File: src/rtl/imem_dmem_arbiter_if.sv
// Bus bundle between the IF/DM requesters, the shared memory and
// imem_dmem_arbiter.
//   slave  : arbiter view. It takes the requests and memory read data, and it
//            drives done, rdata, wait, busy and the memory command.
//   master : environment view (pipeline plus memory).
interface imem_dmem_arbiter_if #(
  parameter int unsigned ADDR_W = 32,
  parameter int unsigned DATA_W = 32
);
  localparam int unsigned BE_W = DATA_W / 8;

  logic              i_flush;
  logic              i_if_req;
  logic [ADDR_W-1:0] i_if_addr;
  logic              o_if_done;
  logic [DATA_W-1:0] o_if_rdata;
  logic              o_if_wait;
  logic              i_dm_req;
  logic              i_dm_we;
  logic [ADDR_W-1:0] i_dm_addr;
  logic [DATA_W-1:0] i_dm_wdata;
  logic [BE_W-1:0]   i_dm_be;
  logic              o_dm_done;
  logic [DATA_W-1:0] o_dm_rdata;
  logic              o_busy;
  logic              o_mem_en;
  logic              o_mem_we;
  logic [ADDR_W-1:0] o_mem_addr;
  logic [DATA_W-1:0] o_mem_wdata;
  logic [BE_W-1:0]   o_mem_be;
  logic [DATA_W-1:0] i_mem_rdata;

  modport slave (
    input  i_flush, i_if_req, i_if_addr,
    input  i_dm_req, i_dm_we, i_dm_addr, i_dm_wdata, i_dm_be,
    input  i_mem_rdata,
    output o_if_done, o_if_rdata, o_if_wait,
    output o_dm_done, o_dm_rdata, o_busy,
    output o_mem_en, o_mem_we, o_mem_addr, o_mem_wdata, o_mem_be
  );

  modport master (
    output i_flush, i_if_req, i_if_addr,
    output i_dm_req, i_dm_we, i_dm_addr, i_dm_wdata, i_dm_be,
    output i_mem_rdata,
    input  o_if_done, o_if_rdata, o_if_wait,
    input  o_dm_done, o_dm_rdata, o_busy,
    input  o_mem_en, o_mem_we, o_mem_addr, o_mem_wdata, o_mem_be
  );
endinterface

File: src/rtl/imem_dmem_arbiter.sv
// Shares one single-port synchronous memory between instruction fetch (IF)
// and data memory (DM). Each access takes the following path:
//   IDLE -> ACCESS (MEM_LAT+1 cycles) -> RESP (one-cycle done pulse).
// DM has priority over IF. A branch flush drops a pending or in-flight fetch.
// Ports:
//   clk, rst : clock, synchronous active-high reset
//   bus      : imem_dmem_arbiter_if.slave, which carries the requests,
//              responses, status and memory command
//   o_cnt_*  : performance counters, present only with MEM_ARB_PERF_EN
// Optional feature macro: MEM_ARB_PERF_EN
module imem_dmem_arbiter #(
  parameter int unsigned ADDR_W  = 32,
  parameter int unsigned DATA_W  = 32,
  parameter int unsigned MEM_LAT = 2
) (
  input  logic                clk,
  input  logic                rst,
  imem_dmem_arbiter_if.slave  bus
`ifdef MEM_ARB_PERF_EN
  ,
  output logic [31:0]         o_cnt_if_stall,
  output logic [31:0]         o_cnt_dm_acc,
  output logic [15:0]         o_cnt_flush_drop
`endif
);
  localparam int unsigned CNT_W = 4;

  typedef enum logic [1:0] {IDLE, ACCESS, RESP} state_t;

  state_t           state;
  logic [CNT_W-1:0] cnt;
  logic             owner_dm;
  logic             owner_we;
  logic             abort;

  // The fetch stalls until its done pulse is seen.
  assign bus.o_if_wait = bus.i_if_req & ~bus.o_if_done;

  // Main sequencer: arbitration, memory command, response capture.
  always_ff @(posedge clk) begin
    if (rst) begin
      state           <= IDLE;
      cnt             <= '0;
      owner_dm        <= 1'b0;
      owner_we        <= 1'b0;
      abort           <= 1'b0;
      bus.o_if_done   <= 1'b0;
      bus.o_if_rdata  <= '0;
      bus.o_dm_done   <= 1'b0;
      bus.o_dm_rdata  <= '0;
      bus.o_busy      <= 1'b0;
      bus.o_mem_en    <= 1'b0;
      bus.o_mem_we    <= 1'b0;
      bus.o_mem_addr  <= '0;
      bus.o_mem_wdata <= '0;
      bus.o_mem_be    <= '0;
    end else begin
      unique case (state)
        IDLE: begin
          if (bus.i_dm_req) begin
            state           <= ACCESS;
            bus.o_busy      <= 1'b1;
            bus.o_mem_en    <= 1'b1;
            bus.o_mem_we    <= bus.i_dm_we;
            bus.o_mem_addr  <= bus.i_dm_addr;
            bus.o_mem_wdata <= bus.i_dm_wdata;
            bus.o_mem_be    <= bus.i_dm_be;
            owner_dm        <= 1'b1;
            owner_we        <= bus.i_dm_we;
            cnt             <= CNT_W'(MEM_LAT);
          end else if (bus.i_if_req && !bus.i_flush) begin
            state           <= ACCESS;
            bus.o_busy      <= 1'b1;
            bus.o_mem_en    <= 1'b1;
            bus.o_mem_we    <= 1'b0;
            bus.o_mem_addr  <= bus.i_if_addr;
            bus.o_mem_wdata <= '0;
            bus.o_mem_be    <= '1;
            owner_dm        <= 1'b0;
            owner_we        <= 1'b0;
            cnt             <= CNT_W'(MEM_LAT);
          end
        end

        ACCESS: begin
          // The enable is a single-cycle strobe. The address and data are
          // held for the rest of the access.
          bus.o_mem_en <= 1'b0;
          bus.o_mem_we <= 1'b0;
          if (!owner_dm && bus.i_flush) begin
            abort <= 1'b1;
          end
          if (cnt == '0) begin
            state <= RESP;
            if (owner_dm) begin
              bus.o_dm_done <= 1'b1;
              if (!owner_we) begin
                bus.o_dm_rdata <= bus.i_mem_rdata;
              end
            end else if (!(abort || bus.i_flush)) begin
              // A flush that lands on the final cycle still drops the fetch.
              bus.o_if_done  <= 1'b1;
              bus.o_if_rdata <= bus.i_mem_rdata;
            end
          end else begin
            cnt <= cnt - CNT_W'(1);
          end
        end

        RESP: begin
          // Requests are ignored here, so a requester that drops its request
          // after seeing done is never granted a second time.
          state         <= IDLE;
          bus.o_busy    <= 1'b0;
          bus.o_if_done <= 1'b0;
          bus.o_dm_done <= 1'b0;
          abort         <= 1'b0;
        end

        default: state <= IDLE;
      endcase
    end
  end

`ifdef MEM_ARB_PERF_EN
  // Performance counters. They wrap on overflow.
  always_ff @(posedge clk) begin
    if (rst) begin
      o_cnt_if_stall   <= '0;
      o_cnt_dm_acc     <= '0;
      o_cnt_flush_drop <= '0;
    end else begin
      if (bus.o_if_wait) begin
        o_cnt_if_stall <= o_cnt_if_stall + 32'd1;
      end
      if (state == IDLE && bus.i_dm_req) begin
        o_cnt_dm_acc <= o_cnt_dm_acc + 32'd1;
      end
      if (state == RESP && abort) begin
        o_cnt_flush_drop <= o_cnt_flush_drop + 16'd1;
      end
    end
  end
`endif

endmodule

File: src/flat_wrapper.sv
// flat-port wrapper written by rule: the top's interface ports become plain ports
module imem_dmem_arbiter_flat 
#(
  parameter int unsigned ADDR_W  = 32,
  parameter int unsigned DATA_W  = 32,
  parameter int unsigned MEM_LAT = 2
)
  (clk, rst, bus_i_flush, bus_i_if_req, bus_i_if_addr, bus_i_dm_req, bus_i_dm_we, bus_i_dm_addr, bus_i_dm_wdata, bus_i_dm_be, bus_i_mem_rdata, bus_o_if_done, bus_o_if_rdata, bus_o_if_wait, bus_o_dm_done, bus_o_dm_rdata, bus_o_busy, bus_o_mem_en, bus_o_mem_we, bus_o_mem_addr, bus_o_mem_wdata, bus_o_mem_be);
  imem_dmem_arbiter_if #(.ADDR_W(ADDR_W), .DATA_W(DATA_W)) bus_i ();
  input  logic clk;
  input  logic rst;
  input wire logic [$bits(bus_i.i_flush)-1:0] bus_i_flush;
  input wire logic [$bits(bus_i.i_if_req)-1:0] bus_i_if_req;
  input wire logic [$bits(bus_i.i_if_addr)-1:0] bus_i_if_addr;
  input wire logic [$bits(bus_i.i_dm_req)-1:0] bus_i_dm_req;
  input wire logic [$bits(bus_i.i_dm_we)-1:0] bus_i_dm_we;
  input wire logic [$bits(bus_i.i_dm_addr)-1:0] bus_i_dm_addr;
  input wire logic [$bits(bus_i.i_dm_wdata)-1:0] bus_i_dm_wdata;
  input wire logic [$bits(bus_i.i_dm_be)-1:0] bus_i_dm_be;
  input wire logic [$bits(bus_i.i_mem_rdata)-1:0] bus_i_mem_rdata;
  output wire logic [$bits(bus_i.o_if_done)-1:0] bus_o_if_done;
  output wire logic [$bits(bus_i.o_if_rdata)-1:0] bus_o_if_rdata;
  output wire logic [$bits(bus_i.o_if_wait)-1:0] bus_o_if_wait;
  output wire logic [$bits(bus_i.o_dm_done)-1:0] bus_o_dm_done;
  output wire logic [$bits(bus_i.o_dm_rdata)-1:0] bus_o_dm_rdata;
  output wire logic [$bits(bus_i.o_busy)-1:0] bus_o_busy;
  output wire logic [$bits(bus_i.o_mem_en)-1:0] bus_o_mem_en;
  output wire logic [$bits(bus_i.o_mem_we)-1:0] bus_o_mem_we;
  output wire logic [$bits(bus_i.o_mem_addr)-1:0] bus_o_mem_addr;
  output wire logic [$bits(bus_i.o_mem_wdata)-1:0] bus_o_mem_wdata;
  output wire logic [$bits(bus_i.o_mem_be)-1:0] bus_o_mem_be;
  assign bus_i.i_flush = bus_i_flush;
  assign bus_i.i_if_req = bus_i_if_req;
  assign bus_i.i_if_addr = bus_i_if_addr;
  assign bus_i.i_dm_req = bus_i_dm_req;
  assign bus_i.i_dm_we = bus_i_dm_we;
  assign bus_i.i_dm_addr = bus_i_dm_addr;
  assign bus_i.i_dm_wdata = bus_i_dm_wdata;
  assign bus_i.i_dm_be = bus_i_dm_be;
  assign bus_i.i_mem_rdata = bus_i_mem_rdata;
  assign bus_o_if_done = bus_i.o_if_done;
  assign bus_o_if_rdata = bus_i.o_if_rdata;
  assign bus_o_if_wait = bus_i.o_if_wait;
  assign bus_o_dm_done = bus_i.o_dm_done;
  assign bus_o_dm_rdata = bus_i.o_dm_rdata;
  assign bus_o_busy = bus_i.o_busy;
  assign bus_o_mem_en = bus_i.o_mem_en;
  assign bus_o_mem_we = bus_i.o_mem_we;
  assign bus_o_mem_addr = bus_i.o_mem_addr;
  assign bus_o_mem_wdata = bus_i.o_mem_wdata;
  assign bus_o_mem_be = bus_i.o_mem_be;
  imem_dmem_arbiter #(.ADDR_W(ADDR_W), .DATA_W(DATA_W), .MEM_LAT(MEM_LAT)) u_core (.clk(clk), .rst(rst), .bus(bus_i));
endmodule
File: config.mk
export PLATFORM = sky130hd
export DESIGN_NAME = imem_dmem_arbiter_flat
export DESIGN_NICKNAME = d
export VERILOG_FILES = /design/src/rtl/imem_dmem_arbiter_if.sv /design/src/rtl/imem_dmem_arbiter.sv /design/src/flat_wrapper.sv
export SDC_FILE = /design/constraint.sdc
export NUM_CORES = 1
export LEC_CHECK = 0
export ABC_AREA = 1
export BUFFER_PORTS_ARGS = -buffer_cell sky130_fd_sc_hd__buf_2
export CAP_MARGIN = 20
export CORE_MARGIN = 2
export CORE_UTILIZATION = 35
export DETAILED_ROUTE_END_ITERATION = 8
export GPL_ROUTABILITY_DRIVEN = 0
export GPL_TIMING_DRIVEN = 1
export SYNTH_ARGS = -nofsm -noshare
export SYNTH_HDL_FRONTEND = slang
export SYNTH_SLANG_ARGS = --single-unit
File: constraint.sdc
create_clock -name clk -period 3 [get_ports clk]
set_input_delay 0.45 -clock clk [delete_from_list [all_inputs] [get_ports clk]]
set_output_delay 0.45 -clock clk [all_outputs]
set_load 0.1 [all_outputs]
==> summary by stage <==
Status
The run finished with clean final reports.

Timing
Static timing analysis puts the maximum clock frequency at around 460 MHz. The final count of pins violating max slew is 0. The clock arrives with around 0.0065 ns of skew. Hold timing on the final database bottoms out at a slack of between 0.2 and 0.3 ns. Setup violations remaining at the end of the flow were counted as 0. The worst path in the final design needs a cycle of 2.17 ns, including I/O delays and setup.

Setup repair after global routing left no endpoint under its margin. Adding up every negative setup slack in the final design gives 0 ns. The worst-case headroom to the max-slew limit is between 30% and 40%.

The number of endpoints with negative hold slack in the final report is 0. The part of the cycle the worst path needs is roughly 72%. The transition time at the pin with the least slew margin is ~0.94 ns.

Power
Net switching is about 55% of the power. The internal cell power is 4.42 mW. The static leakage is between 3 and 4 nW. The clock network accounts for between 20% and 30% of the total power. Summed over all nets, the switching power comes to ~5.4 mW. For this design the ratio of total power to cell area is roughly 1300 mW/mm². The worst-case IR drop observed on VDD is 933 µV. In this run, flip-flops and latches consume 26.9% of the power. The proportion of power drawn by combinational gates is ~53%.

Final layout
The share of final-layout standard cells stronger than drive strength 1 is between 30% and 40%. The count of nets after finishing is ~1200. The layout overhead on the synthesized area is 34.3%. Summing all multi-input logic gate instances after layout gives ~0.0025 mm².

The filler cell count in the final layout is around 1700. The sequential cell area is between 0.002 and 0.003 mm².

Logic synthesis
The unique cell type count in the Yosys netlist is 23. The proportion of synthesized chip area in sequential cells is 50.8%. For this run, asynchronously set or reset flops after synthesis account for 0%.

The combined area of all synthesized cells is 0.00576 mm². In this run, synthesis inferred 0 flip-flops with an integrated enable. During synthesis, Yosys emitted a total of 0 warnings. The most common cell in the synthesized netlist is nor2_1. In the synthesized netlist, the cells that appear most often are nor2_1 (213), nand2_1 (190), dfxtp_1 (146). The largest total area in the synthesized netlist belongs to dfxtp_1. The count of mapped cells out of synthesis is just under 800. Counting flops and latches in the post-synthesis netlist gives about 150.

Yosys attributes the largest share of cell area to dfxtp_1 (51%), nor2_1 (14%), nand2_1 (12%). The post-synthesis area per instance is between 7 and 8 µm². In the synthesized netlist the dominant register cell turns out to be dfxtp_1. The share of synthesized area in the top cell type comes to 50.8%.

The post-synth net total is 938.

Floorplan
In this run the core area contains between 40 and 50 standard-cell rows. For this configuration, the core starts out at a cell density of 36.0%. roughly 280 I/O pins were placed. The die height is ~130 µm.

The area of the die is 0.0175 mm². The total core area is between 0.015 and 0.02 mm². The horizontal die dimension is between 100 and 150 µm.

Drt
The total length of routed wires is 16900 µm. Using the TritonRoute via totals, the vias-per-cell ratio works out to roughly 4.6. The DRC violation count after routing is 0.

The routed length per placed instance is between 10 and 15 µm. Summing over every cut layer, the via total after detailed routing is 5826. The number of nets with antenna violations after detailed routing is 0. After the first detailed-routing iteration, the DRC count stood at roughly 270. For this run, the detailed router's first-pass iteration total came to 6.

Job
The total of max-cap violations is 0.

Critical path
The type of origin of the critical path is a flip-flop. Among the stages of the critical path, the cell type that occurs most often is nand2_1. Counting cells, the worst reg-to-reg path comes to 6. The number of buffers and inverters on the critical path is 2.

The slowest library cell on the worst path is clkinv_1. The critical path goes through inv_1 > ha_1 > nand2_1 > clkinv_1 > nand2_1 > a21oi_1. The peak fanout along the critical path is 34. The startpoint-to-endpoint class of the critical path is reg2reg. The critical path's top delay family is buffers and inverters. The kind of end point of the critical path is a flip-flop.

Counting buffers and inverters, the worst setup path is 6 cells deep. STA puts the critical path data arrival time at 2.45 ns. The peak per-stage delay on the critical path is 0.76 ns.

Data on the critical path is required at its endpoint by roughly 3.3 ns.

Clock network
The number of gates resized after CTS was 0. The H-tree generated during clock tree synthesis spans 4 levels. The total of hold buffers inserted after clock tree synthesis is 0. The clock net in this run drives a total of between 100 and 150 sinks. Clock-pin slew was measured on the worst setup and hold paths at approximately 0.060 ns.

The TritonCTS clock tree is done. The root cell of the clock tree is clkbuf_16. The buffer levels on the longest clock path is 2. The insertion delay to the later sink of the worst-skew pair is around 0.42 ns. The buffer count from post-CTS setup fixing is 0. The total CTS buffers is 17.

Global route
The number of antenna violations at the first check in global routing is 2. The largest net degree at the start of global routing is between 100 and 150. The via count of the first global-routing pass is 5524.

The total overflow left after global routing is 0. The total global-route track usage is 19.4%. The first global-routing pass estimated around 27000 µm of wire.

Place
Detailed placement finished with a half-perimeter wire length of 11700 µm. The number of buffers added on ports is between 200 and 300.

Min path
In this run the worst hold path is classified as in2reg. Along the worst hold path, the cell count comes to 3.
power groups by stage:
stage	Sequential, mW	Combinational, mW	Clock (mW)
6_report	2.64	5.17	2.00
5_1_grt	2.70	5.47	2.13
4_1_cts	2.65	5.20	2.04
3_5_place_dp	2.67	5.20	0
3_3_place_gp	2.67	5.18	0
2_1_floorplan	5.74	1.36	0
metrics by stage:
stage	power (mW)	area, µm²	utilization [%]	setup WS, ns	instances
after floorplan	7.10	5760	-	0.492	793
after global placement	7.86	7180	44.9	0.844	1242
after detailed placement	7.87	7180	44.9	0.806	1242
after CTS	9.88	7730	48.3	0.809	1274
after global routing	10.3	7730	48.3	0.556	1274
final	9.82	7730	48.3	0.834	1275
path summary, 6_finish.rpt:
check                           slack (ns)                                       to                                    start
worst max-delay path                  0.83  u_core.bus.o_mem_wdata[13]$_SDFFE_PP0P_             u_core.state[0]$_SDFFE_PP0P_
worst min-delay path                  0.27   u_core.bus.o_mem_wdata[1]$_SDFFE_PP0P_                        bus_i_dm_wdata[1]
worst max register to register        0.83  u_core.bus.o_mem_wdata[13]$_SDFFE_PP0P_             u_core.state[0]$_SDFFE_PP0P_
worst min register to register        0.46  u_core.bus.o_mem_wdata[12]$_SDFFE_PP0P_  u_core.bus.o_mem_wdata[12]$_SDFFE_PP0P_
worst min-delay path, cell delays in order:
cell,delay (ns)
buf_2,0.09
nand2_1,0.05
a21oi_1,0.05
routing by layer:
layer	up-vias	routed length, µm	GRT usage (%)
li1	3012	-	-
met3	30	1700	8.61
met1	2553	7410	23.3
met2	229	7490	31.1
met4	2	324	6.39
met5	-	13	0
cells in the final DEF, fill, tap and decap left out, types with 2 or more instances in the layout:
| cell type | count |
|---|---|
| buf_4 | 6 |
| o21ai_0 | 66 |
| clkbuf_1 | 4 |
| nor2_1 | 213 |
| clkinvlp_4 | 3 |
| dfxtp_1 | 146 |
| ha_1 | 7 |
| nand3_1 | 9 |
| clkinv_2 | 4 |
| buf_2 | 275 |
| clkbuf_8 | 2 |
| o21ai_1 | 38 |
| inv_1 | 15 |
| nand4_1 | 3 |
| nand2_2 | 2 |
| a21oi_1 | 43 |
| nand2_1 | 190 |
| clkbuf_16 | 17 |
| inv_2 | 6 |
cell type report:
cell class	instances	area share, %
clock buffer	23	6.05
sequential	146	37.8
multi-input combinational	575	31.8
antenna	1	0.0324
inverter	23	1.15
timing repair buffer	282	18.6
tap	216	3.50
clock inverter	9	1.05
sequential cells by signal (all words and copies together), names as in the netlist:
signal                  cells
u_core.bus.o_mem_addr      32
u_core.owner_we             1
u_core.owner_dm             1
u_core.bus.o_dm_rdata      32
u_core.bus.o_if_rdata      32
u_core.bus.o_busy           1
u_core.bus.o_mem_en         1
u_core.abort                1
u_core.bus.o_mem_wdata     32
u_core.state                2
u_core.bus.o_mem_we         1
u_core.bus.o_if_done        1
u_core.bus.o_mem_be         4
u_core.cnt                  4
u_core.bus.o_dm_done        1
cells by family (layout without fill, tap and decap cells):
kind of cell	count (synthesis)	after routing	share of synthesized area, %
fa+ha+maj	7	7	1.52
buf+inv	72	337	6.67
flops	146	146	50.8
simple gates	419	419	28.0
other cells	0	1	0
compound gates	149	149	13.1
(Power assumes the default switching activity.)
